===== src/rtl/vector_output_serializer.sv =====
// Vector result serializer: buffers flagged 96-bit CPU result vectors and streams them as 16-bit lanes.
// Optional lane parity output is enabled by defining VECTOR_OUT_PARITY_EN.
//
// state | meaning
// IDLE  | FIFO empty, laneValid low
// SEND  | presenting lane laneIndex of the head vector
module vector_output_serializer #(
  parameter int DATA_WIDTH  = 16,
  parameter int VECTOR_SIZE = 6,
  parameter int FIFO_DEPTH  = 4
) (
  input  logic                              clock,
  input  logic                              reset,
  input  logic                              outFlag,
  input  logic [DATA_WIDTH*VECTOR_SIZE-1:0] out,
  output logic [DATA_WIDTH-1:0]             laneData,
  output logic                              laneValid,
  input  logic                              laneReady,
  output logic [2:0]                        laneIndex,
  output logic                              lastLane,
  output logic                              laneParity,
  output logic [$clog2(FIFO_DEPTH):0]       fifoCount,
  output logic                              overflow
);

  localparam int PW = $clog2(FIFO_DEPTH);
  localparam int CW = PW + 1;

  localparam logic [0:0] IDLE = 1'b0;
  localparam logic [0:0] SEND = 1'b1;

  logic [0:0]            state;
  logic [PW-1:0]         rdPtr;
  logic [PW-1:0]         wrPtr;
  logic [DATA_WIDTH-1:0] mem      [FIFO_DEPTH][VECTOR_SIZE];
  logic [DATA_WIDTH-1:0] outLanes [VECTOR_SIZE];

  logic          atLast;
  logic          handshake;
  logic          pop;
  logic          full;
  logic          push;
  logic          drop;
  logic [CW-1:0] countNext;

  for (genvar g = 0; g < VECTOR_SIZE; g++) begin : g_unpack
    assign outLanes[g] = out[g*DATA_WIDTH +: DATA_WIDTH];
  end

  // A push is still accepted when full if the head leaves on the same edge.
  always_comb begin
    atLast    = (laneIndex == 3'(VECTOR_SIZE - 1));
    handshake = (state == SEND) && laneReady;
    pop       = handshake && atLast;
    full      = (fifoCount == CW'(FIFO_DEPTH));
    push      = outFlag && (!full || pop);
    drop      = outFlag && full && !pop;
    countNext = fifoCount;
    if (push && !pop) begin
      countNext = fifoCount + CW'(1);
    end else if (pop && !push) begin
      countNext = fifoCount - CW'(1);
    end
  end

  always_ff @(posedge clock) begin
    if (push) begin
      mem[wrPtr] <= outLanes;
    end
  end

  always_ff @(posedge clock) begin
    if (reset) begin
      state     <= IDLE;
      laneIndex <= '0;
      rdPtr     <= '0;
      wrPtr     <= '0;
      fifoCount <= '0;
      overflow  <= 1'b0;
    end else begin
      fifoCount <= countNext;
      if (push) begin
        wrPtr <= wrPtr + PW'(1);
      end
      if (pop) begin
        rdPtr <= rdPtr + PW'(1);
      end
      if (drop) begin
        overflow <= 1'b1;
      end
      case (state)
        IDLE: begin
          laneIndex <= '0;
          if (fifoCount != '0) begin
            state <= SEND;
          end
        end
        SEND: begin
          if (handshake) begin
            if (atLast) begin
              laneIndex <= '0;
              if (countNext == '0) begin
                state <= IDLE;
              end
            end else begin
              laneIndex <= laneIndex + 3'd1;
            end
          end
        end
        default: state <= IDLE;
      endcase
    end
  end

  // Head entry is never overwritten while presented, so the lane holds under backpressure.
  assign laneValid = (state == SEND);
  assign laneData  = laneValid ? mem[rdPtr][laneIndex] : '0;
  assign lastLane  = laneValid && atLast;

`ifdef VECTOR_OUT_PARITY_EN
  assign laneParity = ^laneData;
`else
  assign laneParity = 1'b0;
`endif

endmodule


===== config.mk =====
export PLATFORM = sky130hd
export DESIGN_NAME = vector_output_serializer
export DESIGN_NICKNAME = d
export VERILOG_FILES = /design/src/rtl/vector_output_serializer.sv
export SDC_FILE = /design/constraint.sdc
export NUM_CORES = 1
export LEC_CHECK = 0
export BUFFER_PORTS_ARGS = -buffer_cell sky130_fd_sc_hd__buf_2
export CAP_MARGIN = 0
export CORE_ASPECT_RATIO = 0.6
export CORE_UTILIZATION = 40
export DETAILED_ROUTE_END_ITERATION = 8
export HOLD_SLACK_MARGIN = 0.05
export PLACE_DENSITY = 0.53
export SYNTH_ARGS = -nofsm -noshare
export SYNTH_HDL_FRONTEND = slang
export SYNTH_SLANG_ARGS = --single-unit

===== constraint.sdc =====
create_clock -name clock -period 11.4 [get_ports clock]
set_input_delay 1.14 -clock clock [delete_from_list [all_inputs] [get_ports clock]]
set_output_delay 1.14 -clock clock [all_outputs]
set_load 0.02 [all_outputs]

==> summary.txt <==
CTS
  – Skew-Pair Late Insertion Delay: 0.54 ns
  – Setup bufs post-CTS: 0
  – Post-CTS Hold Buffers: 0
  – Sink Count: roughly 400
  – Root Buffer: clkbuf_16
  – CTS Buf Count: 38
  – Register clock-pin slew on the reported worst setup and hold paths: 0.06 ns
  – TritonCTS clock tree: yes
  – Post-cts resize count: 0
  – # H-tree levels: 2
  – CTS Buffer Depth: 3

Critical path
  – Cells along the critical path: buf_4 > mux4_2 > mux2i_1 > o221ai_1 > buf_2
  – Slowest cell on crit path: dfxtp_4
  – Worst Setup Start Kind: flip-flop
  – Data arrival, critical path: 3.65 ns
  – Setup CP Type: reg2out
  – Crit-path max FO: 55
  – Max incr delay on CP: 0.85 ns
  – CP endpoint kind: primary output
  – Worst path required time: 10.26 ns

Synth
  – Synthesized flop and latch total: 398
  – Synth cell types: 49
  – Cells after Synth: ~820
  – Syn_nets: approximately 900
  – Register area share after synthesis: 75.6%
  – Synthesized cell area: about 16000 um^2
  – Async SR Flop Fraction: 0%
  – Synth warnings: 0
  – Post-synth EDFFs: between 300 and 400
  – Top FF cell, synth: edfxtp_1
  – Synth Area per Inst: about 19 um^2

Timing
  – Final Setup Violations: 0
  – Worst-Margin Slew: 1.12 ns
  – FMAX: 209 MHz
  – Skew final: about 0.017 ns
  – Fin crit period: 4.79 ns
  – Max-slew headroom: 25.2%
  – WHS: 0.476 ns
  – Setup TNS: 0 ns
  – Pins Over Slew Limit: 0
  – RSZ-0062 raised after global routing: no
  – Final hold vios: 0
  – Ratio of final minimum period to clock period: 42.0%

Drt
  – Drt pass-1 iters: 5
  – Drt first-iter violations: 594
  – Via-to-Cell Ratio: 5.28
  – DRT Wirelength: 34800 um
  – Antenna viol nets, final: 0
  – Via count: 7814
  – Drt wl/cell: 23.5 um
  – DRC: 0

Finish
  – Fin nets: 1048
  – Share of cells above drive strength 1: 24.8%
  – Area Growth Syn to Fin: 14.4%
  – Commonest non-fill, non-tap cell in the layout: edfxtp_1
  – Commonest cells after routing, fill and taps aside: edfxtp_1 (384), mux2i_1 (145), buf_2 (124)

Floorplanning
  – Core Area: 38100 um^2
  – Die Width: 257 um
  – Die area: about 40000 um^2
  – Std cell rows: 55
  – Initial Util: 41.0%
  – IO Pins: 126
  – Chip height: 155 um

Global routing
  – Grt ovf: 0
  – GRT Overall Usage: approximately 18%
  – First-pass GRT wire length: 51500 um
  – Vias in the first global route: a little under 8k
  – Initial antenna violation count: 6
  – Pin count of the biggest net entering global routing: 69

Hold path
  – HP Class: reg2reg

Flow run
  – Max Cap Viol: 0

Place
  – Placer congestion estimate: 0.734
  – PortBufs: 124
  – Hpwl dp: 20800 um

Pwr
  – Peak supply drop: 114 uV
  – Power Density: 171 nW/um^2
  – Lkg Pwr: 0.00571 uW

Status
  – Run status: complete, no violations
-- worst paths after layout --
path	startpoint	endpoint	slack, ns	cells past startpoint
max	flip-flop	laneData[9]	6.61	5
min	overflow$_SDFFE_PP0P_	overflow$_SDFFE_PP0P_	0.48	2
max reg2reg	laneIndex[1]$_SDFFE_PP0P_	mem[1][59]$_DFFE_PP_	7.95	5
min reg2reg	overflow$_SDFFE_PP0P_	overflow$_SDFFE_PP0P_	0.48	2
-- critical path, delay by kind of cell (launching register included) --
| kind | cells | cell delay, ns |
|---|---|---|
| buf+inv | 2 | 1.10 |
| compound gates | 1 | 0.27 |
| flops | 1 | 0.85 |
| mux | 2 | 0.88 |
-- kinds of logic (layout without fill, tap and decap cells) --
logic type               after synthesis  after routing  share of synthesized area, %
AO/OA/AOI/OAI                        114            114                          5.38
XOR/XNOR                               3              3                         0.168
adder cells (fa/ha/maj)                7              7                         0.561
multiplexers                         178            178                          14.0
buffers and inverters                 57            203                          2.06
other                                  1              4                        0.0240
AND/OR/NAND/NOR                       59             59                          2.20
flip-flops                           398            398                          75.6
-- power breakdown --
group | leakage [uW] | internal, uW | switching, uW
clock | 0.000574 | 713 | 519
sequential | 0.00364 | 1660 | 12.8
combinational | 0.00150 | 46.4 | 102
total | 0.00571 | 2420 | 633
-- per-layer routing --
metal	vias to the layer above	GRT usage, %	part of all wire [%]
met2	165	26.8	45
met1	4017	25.3	47
met3	48	4.53	6.0
met4	4	3.46	1.2
li1	3580	-	-
met5	-	0	0.075
-- area by class of cell --
type | instances | area [um^2]
antenna | 3 | 7.51
timing repair buffer | 134 | 696
fill | 3246 | 20200
tap | 513 | 642
clock buffer | 47 | 1010
sequential | 398 | 11800
inverter | 7 | 26.3
multi-input combinational | 362 | 3510
clock inverter | 15 | 170
-- sequential cells by signal, summed over array words and instances, names as in the netlist, named ones only --
signal,cells
laneValid,1
mem,384
laneIndex,3
fifoCount,3
overflow,1
wrPtr,2
rdPtr,2
-- Yosys cell counts (3+ instances only) --
cell        n  area (um^2)
edfxtp_1  384        11500
mux2i_1   145         1450
a22oi_1    32          240
mux4_2     32          721
buf_2      25          125
o22ai_1    23          144
nand2_1    19         71.3
o21ai_1    16         80.1
o221ai_1   16          140
dfxtp_1    14          280
nor2_1     12         45.0
clkbuf_1   10         37.5
o22ai_2    10          125
a21oi_1     7         35.0
buf_4       7         52.6
ha_1        7         87.6
buf_6       5         56.3
inv_1       5         18.8
and3_1      4         25.0
nand3_1     4         20.0
o21ai_0     3         15.0
-- through the flow --
step	utilization, %	cells	cell area (um^2)	setup WS (ns)	total power [uW]
floorplan	-	817	15600	6.91	1780
global placement	43.9	1414	16700	7.16	1860
detailed placement	43.9	1414	16700	7.15	1860
CTS	46.9	1476	17900	6.60	3090
global route	46.9	1476	17900	6.47	3160
finish	47.0	1479	17900	6.61	3060
(Power assumes the default switching activity.)
